===== src/rtl/row_compressor.sv =====
// row_compressor: serial run-length encoder for one binary feature-map row.
// Scans the latched row LSB first, one bit per clock, and packs alternating
// run lengths (0s first) into sectionSize-bit fields of a rowSize-bit word.
// Rows whose runs do not fit the format raise `error` and encode to zero.
//
// Handshake: `enable` is a request that is honoured only while the block is
// IDLE (busy=0); there is no back-pressure. The result is valid in the single
// cycle where `done`=1 and stays on `compressedData`/`error` until the next
// accepted row or reset. `enable` seen while busy=1 is dropped, not queued.
module row_compressor #(
    parameter int sectionSize = 4,
    parameter int rowSize     = 16
) (
    input  logic               clk,
    input  logic               rst,
    input  logic               enable,
    input  logic [rowSize-1:0] rawData,
    output logic [rowSize-1:0] compressedData,
    output logic               done,
    output logic               busy,
    output logic               error,
    output logic [1:0]         stateDbg
);

    localparam int numSections = rowSize / sectionSize;
    localparam int cntW        = sectionSize + 1;
    localparam int secW        = $clog2(numSections + 1);
    localparam int idxW        = (rowSize > 1) ? $clog2(rowSize) : 1;

    // Longest run a section can hold.
    localparam logic [cntW-1:0] maxRun   = cntW'((1 << sectionSize) - 1);
    // Counter ceiling; holding here keeps an overlong run visibly overlong.
    localparam logic [cntW-1:0] cntSat   = '1;
    // First section index that does not exist.
    localparam logic [secW-1:0] secLimit = secW'(numSections);
    localparam logic [idxW-1:0] lastBit  = idxW'(rowSize - 1);

    typedef enum logic [1:0] {
        IDLE = 2'd0,
        SCAN = 2'd1,
        EMIT = 2'd2
    } stateType;

    stateType state;
    stateType nextState;

    logic [rowSize-1:0] rowReg;
    logic [idxW-1:0]    bitIdx;
    logic [cntW-1:0]    runCount;
    logic [secW-1:0]    secIdx;
    logic [rowSize-1:0] workWord;
    logic               errFlag;
    logic               digit;

    logic               curBit;
    logic [rowSize-1:0] closedWord;
    logic               closedErr;
    logic [secW-1:0]    closedSecIdx;
    logic [rowSize-1:0] finalWord;
    logic               finalErr;

    assign busy     = (state != IDLE);
    assign stateDbg = state;

    // State register.
    always_ff @(posedge clk) begin
        if (rst) begin
            state <= IDLE;
        end else begin
            state <= nextState;
        end
    end

    // Next-state: accept in IDLE, scan exactly rowSize bits, one EMIT cycle.
    always_comb begin
        nextState = state;
        case (state)
            IDLE: begin
                if (enable) begin
                    nextState = SCAN;
                end
            end
            SCAN: begin
                if (bitIdx == lastBit) begin
                    nextState = EMIT;
                end
            end
            EMIT: begin
                nextState = IDLE;
            end
            default: begin
                nextState = IDLE;
            end
        endcase
    end

    // Bit under the scan pointer.
    always_comb begin
        curBit = rowReg[bitIdx];
    end

    // Effect of closing the current run: write its length into the current
    // section, or flag an error if the run is too long or no section is left.
    always_comb begin
        closedWord   = workWord;
        closedErr    = errFlag;
        closedSecIdx = secIdx;
        if (secIdx >= secLimit) begin
            closedErr = 1'b1;
        end else begin
            for (int k = 0; k < numSections; k++) begin
                if (secIdx == secW'(k)) begin
                    closedWord[k*sectionSize +: sectionSize] = runCount[sectionSize-1:0];
                end
            end
            closedSecIdx = secIdx + secW'(1);
        end
        if (runCount > maxRun) begin
            closedErr = 1'b1;
        end
    end

    // At EMIT a trailing run of 1s is closed; a trailing run of 0s is dropped.
    always_comb begin
        finalWord = workWord;
        finalErr  = errFlag;
        if (digit) begin
            finalWord = closedWord;
            finalErr  = closedErr;
        end
    end

    // Datapath: latch on accept, update run/section bookkeeping while
    // scanning, register the result and pulse done at EMIT.
    always_ff @(posedge clk) begin
        if (rst) begin
            rowReg         <= '0;
            bitIdx         <= '0;
            runCount       <= '0;
            secIdx         <= '0;
            workWord       <= '0;
            errFlag        <= 1'b0;
            digit          <= 1'b0;
            compressedData <= '0;
            error          <= 1'b0;
            done           <= 1'b0;
        end else begin
            done <= 1'b0;
            case (state)
                IDLE: begin
                    if (enable) begin
                        rowReg   <= rawData;
                        bitIdx   <= '0;
                        runCount <= '0;
                        secIdx   <= '0;
                        workWord <= '0;
                        errFlag  <= 1'b0;
                        digit    <= 1'b0;
                    end
                end
                SCAN: begin
                    if (curBit == digit) begin
                        if (runCount != cntSat) begin
                            runCount <= runCount + cntW'(1);
                        end
                    end else begin
                        workWord <= closedWord;
                        errFlag  <= closedErr;
                        secIdx   <= closedSecIdx;
                        digit    <= ~digit;
                        runCount <= cntW'(1);
                    end
                    bitIdx <= bitIdx + idxW'(1);
                end
                EMIT: begin
                    compressedData <= finalErr ? '0 : finalWord;
                    error          <= finalErr;
                    done           <= 1'b1;
                end
                default: begin
                    done <= 1'b0;
                end
            endcase
        end
    end

endmodule


===== config.mk =====
export PLATFORM = sky130hd
export DESIGN_NAME = row_compressor
export DESIGN_NICKNAME = d
export VERILOG_FILES = /design/src/rtl/row_compressor.sv
export SDC_FILE = /design/constraint.sdc
export NUM_CORES = 1
export LEC_CHECK = 0
export CAP_MARGIN = 20
export CORE_AREA = 2 2 97 99
export CTS_CLUSTER_DIAMETER = 30
export CTS_CLUSTER_SIZE = 14
export DETAILED_ROUTE_END_ITERATION = 10
export DIE_AREA = 0 0 99 101
export GPL_TIMING_DRIVEN = 0
export PLACE_DENSITY_LB_ADDON = 0.12
export SETUP_SLACK_MARGIN = 0.1
export SLEW_MARGIN = 20
export SYNTH_ARGS = -nofsm -noshare
export SYNTH_HDL_FRONTEND = slang
export SYNTH_SLANG_ARGS = --single-unit

===== constraint.sdc =====
create_clock -name clk -period 6.15 [get_ports clk]
set_input_delay 1.23 -clock clk [delete_from_list [all_inputs] [get_ports clk]]
set_output_delay 1.23 -clock clk [all_outputs]
set_load 0.02 [all_outputs]

# --- After elaboration in Yosys (flattened, before gate mapping) ---
# Index checks and enable logic that the tools add are counted.
# Widths: inputs -> output; s select.
classes:
  addsub: 3
  multipliers: 0
  n_div: 0
  n_lt_le_gt_ge: 3
  eq_ne: 13
  shifts: 0
  muxes: 34
  bitwise: 1
  n_reduce_logical: 10
op_table:
  columns: ["cell", "n"]
  rows:
  - ["$mux 16", 5]
  - ["$pmux 16 s2", 1]
  - ["$mux 4", 5]
  - ["$mux 5", 3]
  - ["$pmux 5 s2", 1]
  - ["$mux 3", 3]
  - ["$mux 1", 8]
  - ["$ne 2x2->1 const B", 4]
  - ["$pmux 4 s2", 1]
  - ["$eq 3x2->1 const B", 2]
  - ["$pmux 3 s2", 1]
  - ["$reduce_and 2->1", 3]
  - ["$reduce_and 3->1", 2]
  - ["$add 5x1->5 const B", 1]
  - ["$gt 5x4->1 const B", 1]
  - ["$lt 4x5->1 const B", 1]
  - ["$ne 5x5->1 const B", 1]
  - ["$add 4x1->4 const B", 1]
  - ["$bmux 1 s4", 1]
  - ["$eq 4x4->1 const B", 1]
  - ["$mux 2", 2]
  - ["$pmux 1 s2", 2]
  - ["$pmux 2 s2", 1]
  - ["$reduce_and 4->1", 1]
  - ["other kinds (11)", 12]
word_totals:
  register_bits: 66
  latch_bits: 0
  ram_bits: 0
  rom_bits: 0
  input_bits: 19
  output_inout_bits: 21
  wordCells: 75
  n_memories: 0

# --- Depth between registers and ports, before layout ---
# Gate-level depths: netlist of the first run.
logic_depth:
  depth_word: 5
  depth_mapped: 10
  ltp_nobuf: 8

# --- Least setup slack after synthesis of the first run ---
# No wires, ideal clock.
synth_timing:
  path_kind: "reg-to-reg"
  from: "register bitIdx[0]"
  to: "register workWord[11]"
  setup_ns: 0.117
  arrival_time_ns: 2.114
  setup_slack_ns: 3.919
  stages_incl_launch_ff: 8
  synth_period_minus_slack_ns: 2.231
  path_cell_list: "dfxtp_1 > clkbuf_1 > mux4_2 > mux2_4 > a31oi_4 > nor3_2 > buf_6 > a32o_1"
synth_via:
  elab_chain_cells: 5
synth_lines:
  columns: ["item", "line_no", "rtl"]
  rows:
  - ["start, declared", "48", "logic [idxW-1:0] bitIdx;"]
  - ["start signal, assigned", "173", "bitIdx <= bitIdx + idxW'(1);"]
  - ["$bmux 1 s4", "99", "curBit = rowReg[bitIdx];"]
  - ["$mux 1 (implied by the code)", "99", null]
  - ["$eq 1x1->1", "162", "if (curBit == digit) begin"]
  - ["$ne 2x2->1 (no line)", null, null]
  - ["$reduce_and 3->1 (no line)", null, null]
  - ["end signal, assigned", "167", "workWord <= closedWord;"]
  - ["end, declared", "51", "logic [rowSize-1:0] workWord;"]
# No other way between the ends. The select of a mux whose other input is x is not followed.
# A chain may end at the register's enable or synchronous reset.

# --- Worst setup path in the final report of the first run ---
layout_timing:
  from: "register state[0], in the netlist stateDbg[0]"
  to: "output port busy"
layout_via:
  elab_chain_cells: 1
layout_lines:
  columns: ["item", "line_no", "rtl"]
  rows:
  - ["start, declared", "44", "stateType state;"]
  - ["start signal, assigned", "70", "state <= nextState;"]
  - ["$reduce_bool 2->1", "62", "assign busy = (state != IDLE);"]
  - ["end, declared", "20", "output logic busy,"]
# No other way between the ends.

==> out/metrics.yaml, run 1 <==
status:
  status: "finished clean"
critical_path:
  crit_type: "flop to primary output"
  worstRegToRegCells: 10
  end_kind: "primary output"
  rr_endpoint: "compressedData[4]"
  cp.required_ns: 4.92
  path_max_fanout: 8
  crit_arrival_ns: 1.57
  startpoint_type: "flop"
  r2r-start: "runCount[1]"
  worstSetupEndpoint: "busy"
  critPathLaunch: "stateDbg[0]"
  r2r_setup_slack_ns: 3.47
yosys:
  ys_top_cells_by_count: "dfxtp_1 (66), nand2_1 (63), a21oi_1 (52), nor2_1 (31), nand3_1 (20)"
  syn_avg_cell_area_sq_um: 8.38
  synthArstFlopShare_pct: 0
  yosys.area.top_type_share_pct: 43.5
  yosysUniqueCellTypes: 40
  synthTopCellsByArea: "dfxtp_1 (44%), a21oi_1 (8.6%), nand2_1 (7.8%)"
  synth.ff_latch_count: 66
  synth-edff-count: 0
  ys_seq_area_share_pct: 43.5
  ys_warn_count: 0
  yosysMostFrequentCell: "dfxtp_1"
  syn_nets: 390
  synth_area_leader_cell: "dfxtp_1"
  netlist_area_sq_um: 3030
  ys.flop_type: "dfxtp_1"
  postSynthCellCount: 362
timing:
  drv_slew: 0
  timing.final.ws_setup_ns: 3.35
  setup_violations: 0
  period_share_pct: 45.6
  finClkSkew_ns: 0.00999
  hold_viol_final: 0
  tightestPinTransition_ns: 0.611
  fin_tns_setup_ns: 0
  period_needed_ns: 2.80
  max_freq_mhz: 357
  rsz0062_at_grt: "false"
  max_slew_margin_pct: 59.0
clock_network:
  clock_path_buffers: 2
  cts_setup_buffers: 0
  ctsHoldBuffers: 0
  clkSlewWorstSetupHoldPaths_ns: 0.08
  cts_resized: 0
  htreeDepth: 3
  cts_tree: "yes"
  cts_made_buffers: 9
  clock-sinks: 66
  clock_latency_ns: 0.35
  root_buffer: "clkbuf_8"
hold_path:
  worstHoldStart: "rowReg[1]"
  hp-class: "flop to flop"
die:
  die_area_sq_um: 10000
  ios: 40
  fp-row-count: 35
  die_y_um: 101
  die_w_um: 99
  core_sq_um: 8980
  start_util_pct: 33.8
placed_design:
  pre_cts_slack_ns: 3.18
  numPortBuffers: 39
  dp_hpwl_mm: 5.42
  gp_congestion: 0.823
  place_area_sq_um: 3560
route:
  wire_per_inst_um: 14.4
  drc_errors: 0
  wirelength_mm: 7.62
  via_per_inst: 5.02
  drt_pre_antenna_iters: 5
  antenna_left: 0
  vias: 2652
  drtIter0Drc: 127
flow_run:
  max_cap_viol_count: 0
cells_and_area:
  layout-area-overhead-vs-synth_pct: 24.9
  antenna-diode-count: 0
  final_cell_area_sq_um: 3790
  n_fill_cell: 933
  fin_nets: 440
  drive_above_1_share_pct: 6.71
global_route:
  antenna_found_initial: 0
  grt_usage_pct: 16.5
  grt_pass1_vias: 2574
  grt_pass1_wl_mm: 13.0
  grt_remaining_overflow: 0
  grt_max_degree: 14
pwr:
  p_per_area_nw_per_um2: 247
  p_leak_uw: 0.00129
  peakVddDrop_mv: 0.113
[cell type report]
type	instances	area (sq um)	share of cell area [%]
Buffer	28	130	3.43
Clock buffer	9	124	3.27
Clock inverter	7	101	2.68
Inverter	7	26.3	0.694
Multi-Input combinational cell	261	1560	41.1
Sequential cell	66	1320	34.9
Tap cell	111	139	3.67
Timing Repair Buffer	39	390	10.3
[power by group]
group	leakage [uW]	switching [uW]	total, uW	internal [uW]
Combinational	0.000648	46.8	80.2	33.4
Clock	0.000106	183	414	231
Sequential	0.000535	5.94	441	435
Total	0.00129	236	936	700
[stage by stage]
stage	cells	hold slack (ns)	utilization, %	total power (uW)
2_1_floorplan	362	0.436	-	502
3_3_place_gp	512	0.443	39.7	532
3_5_place_dp	512	0.446	39.7	533
4_1_cts	528	0.458	42.2	946
5_1_grt	528	0.479	42.2	974
6_report	528	0.457	42.2	936
[logic make-up (layout without fill, tap and decap cells)]
kind of cell	Yosys count	count (layout)	synth area share, %
adder cells (fa/ha/maj)	9	9	3.71
XOR/XNOR	1	1	0.289
multiplexers	12	12	4.54
buffers and inverters	35	90	5.15
flip-flops	66	66	43.5
AO/OA/AOI/OAI	97	97	21.8
AND/OR/NAND/NOR	142	142	20.9
[worst max-delay path, stage by stage, from the launching register on]
cell,delay (ns)
dfxtp_1,0.46
nor2_1,0.11
inv_1,0.06
clkdlybuf4s50_1,0.59
[layout by cell type, fill, tap and decap left out, types with 10 or more instances in the layout]
master	synthesis	layout
mux2i_1	10	10
clkbuf_1	16	16
clkdlybuf4s50_1	0	39
dfxtp_1	66	66
nand2_1	63	63
a21oi_1	52	52
nand3_1	20	20
a32o_1	17	17
nor2_1	31	31
[registers in the layout, summed over array words and instances, names as in the netlist]
| register | count |
|---|---|
| rowReg | 16 |
| errFlag | 1 |
| error | 1 |
| runCount | 5 |
| done | 1 |
| secIdx | 3 |
| workWord | 16 |
| compressedData | 16 |
| digit | 1 |
| stateDbg | 2 |
| bitIdx | 4 |
[layer usage]
layer | global-route usage (%) | up-vias | share of wire [%]
li1 | - | 1373 | -
met1 | 21.3 | 1211 | 47
met2 | 27.6 | 61 | 47
met3 | 4.37 | 7 | 4.8
met4 | 4.21 | 0 | 1.1
met5 | 0 | - | 0
[worst min-delay path by stage]
stage / depth (start not counted) / slack (ns) / to
5_1_grt: 2 / 0.48 / rowReg[10]
2_1_floorplan: 2 / 0.44 / rowReg[0]
4_1_cts: 2 / 0.46 / rowReg[1]
3_5_place_dp: 2 / 0.45 / rowReg[1]
3_3_place_gp: 2 / 0.44 / rowReg[10]
6_report: 2 / 0.46 / rowReg[1]
(Power assumes the default switching activity.)
==> inputs of run 2 (changes only) <==
clock period = 2.6 ns   (was 6.15 ns; I/O delays follow)
==> out/metrics.yaml, run 2 (synthesized netlist as in run 1, its figures left out) <==
cells_and_area:
  final_common_cell: "dfxtp_1"
  antenna-diode-count: 0  # unchanged
  n_fill_cell: 938  # +0.54%
  finalNonFillerCells: 527  # -0.19%
  fin_nets: 439  # -0.23%
  layout_common_cells: "dfxtp_1 (64), nand2_1 (63), a21oi_1 (52)"
  drive_above_1_share_pct: 8.41  # +1.7 points
  layout-area-overhead-vs-synth_pct: 25.2
  largestRegisters: "compressedData: 16 flops, rowReg: 16 flops, workWord: 16 flops"
critical_path:
  crit_arrival_ns: 2.58  # +1.01 ns
  path_max_fanout: 10  # +2
  end_kind: "flop"
  crit_type: "flop to flop"
  cp.required_ns: 2.84  # -2.08 ns
  startpoint_type: "flop"
clock_network:
  cts_made_buffers: 9  # unchanged
  clock-sinks: 66  # unchanged
  clkSlewWorstSetupHoldPaths_ns: 0.08  # about the same
  clock_latency_ns: 0.35  # about the same
  clock_path_buffers: 2  # unchanged
  ctsHoldBuffers: 0  # unchanged
  htreeDepth: 3  # unchanged
  root_buffer: "clkbuf_8"
  cts_tree: "yes"
timing:
  max_slew_margin_pct: 63.3  # +4.2 points
  period_needed_ns: 2.34
  finClkSkew_ns: 0.00925  # -0.000736 ns
  rsz0062_at_grt: "false"
  setup_violations: 0  # unchanged
  drv_slew: 0  # unchanged
  period_share_pct: 90.0
  hold_viol_final: 0  # unchanged
  tightestPinTransition_ns: 0.551  # -0.0601 ns
  max_freq_mhz: 427
pwr:
  p_leak_uw: 0.00131  # +1.6%
  p_per_area_nw_per_um2: 583  # +140%
  peakVddDrop_mv: 0.266  # +140%
  finalPower_uw: 2220  # +140%
die:
  die_w_um: 99  # unchanged
  core_sq_um: 8980  # unchanged
  start_util_pct: 33.8  # unchanged
  die_y_um: 101  # unchanged
  ios: 40  # unchanged
  fp-row-count: 35  # unchanged
  die_area_sq_um: 10000  # unchanged
route:
  drtIter0Drc: 121  # -4.7%
  wirelength_mm: 7.68  # +0.89%
  wire_per_inst_um: 14.6  # +1.1%
  via_per_inst: 5.05  # +0.57%
  drt_pre_antenna_iters: 4  # -1
  drc_errors: 0  # unchanged
  vias: 2662  # +0.38%
  antenna_left: 0  # unchanged
global_route:
  grt_pass1_wl_mm: 13.0  # about the same
  grt_usage_pct: 16.5  # unchanged
  grt_pass1_vias: 2564  # -0.39%
  grt_remaining_overflow: 0  # unchanged
  grt_max_degree: 14  # unchanged
  antenna_found_initial: 0  # unchanged
placed_design:
  dp_hpwl_mm: 5.42  # unchanged
  placed_cells: 512  # unchanged
  numPortBuffers: 39  # unchanged
  gp_congestion: 0.823  # unchanged
status:
  status: "finished clean"
flow_run:
  max_cap_viol_count: 0  # unchanged
hold_path:
  hp-class: "flop to flop"
[run 2: final timing paths]
check	from	end	slack, ns	depth (start not counted)
min	rowReg[1]	rowReg[1]	0.46	2
max	bitIdx[0]	runCount[1]	0.26	7
max reg2reg	bitIdx[0]	runCount[1]	0.26	7
min reg2reg	rowReg[1]	rowReg[1]	0.46	2
[run 2: through the flow]
step | hold slack, ns | utilization, % | TNS, ns | instance area [sq um] | worst slack, ns
after floorplan | 0.436 | - | 0 | 3030 | 0.369
after global placement | 0.443 | 39.7 | -0.491 | 3560 | -0.0999
after detailed placement | 0.446 | 39.7 | -0.304 | 3560 | -0.0715
after CTS | 0.458 | 42.3 | 0 | 3790 | 0.176
after global routing | 0.479 | 42.3 | 0 | 3800 | 0.103
final | 0.456 | 42.3 | 0 | 3800 | 0.260
[run 2: final cells by class]
type	instances	area (sq um)	share of cell area (%)
flip-flops and latches	66	1320	34.8
clock buffers	9	124	3.26
repair buffers	39	390	10.3
inverters	7	26.3	0.691
plain buffers	27	133	3.49
well taps	111	139	3.65
clock inverters	7	101	2.67
multi-input cells	261	1560	41.1
[run 2: repair_timing]
action | CTS | global route
buffers inserted | 0 | 0
endpoints found under the hold margin | 0 | 0
pin swaps | 0 | 0
resized for setup | 4 | 5
setup endpoints to repair | 19 | 12
[run 2: critical path, cell delays in order (launching register included)]
cell and delay [ns]:
dfxtp_1 0.35, clkbuf_2 0.24, mux4_2 0.57, mux2_4 0.33, a31oi_4 0.22, buf_6 0.19
a31oi_4 0.09, o32ai_1 0.26
[run 2: per-layer routing]
layer	global-route usage, %	wire, um
met4	4.21	57
met2	27.7	3620
met5	0	0
met3	4.37	348
met1	21.2	3660
[run 2: power breakdown]
part / switching [uW] / internal (uW)
sequential: 14.1 / 1030
combinational: 113 / 79.8
clock: 433 / 546
total: 561 / 1660
==> inputs of run 3 (changes only) <==
ABC_CLOCK_PERIOD_IN_PS = 2600   (was not set)
SLEW_MARGIN = 30   (was 20)
==> results of run 3 <==
Final layout, timing and power as in run 2 (identical DEF).
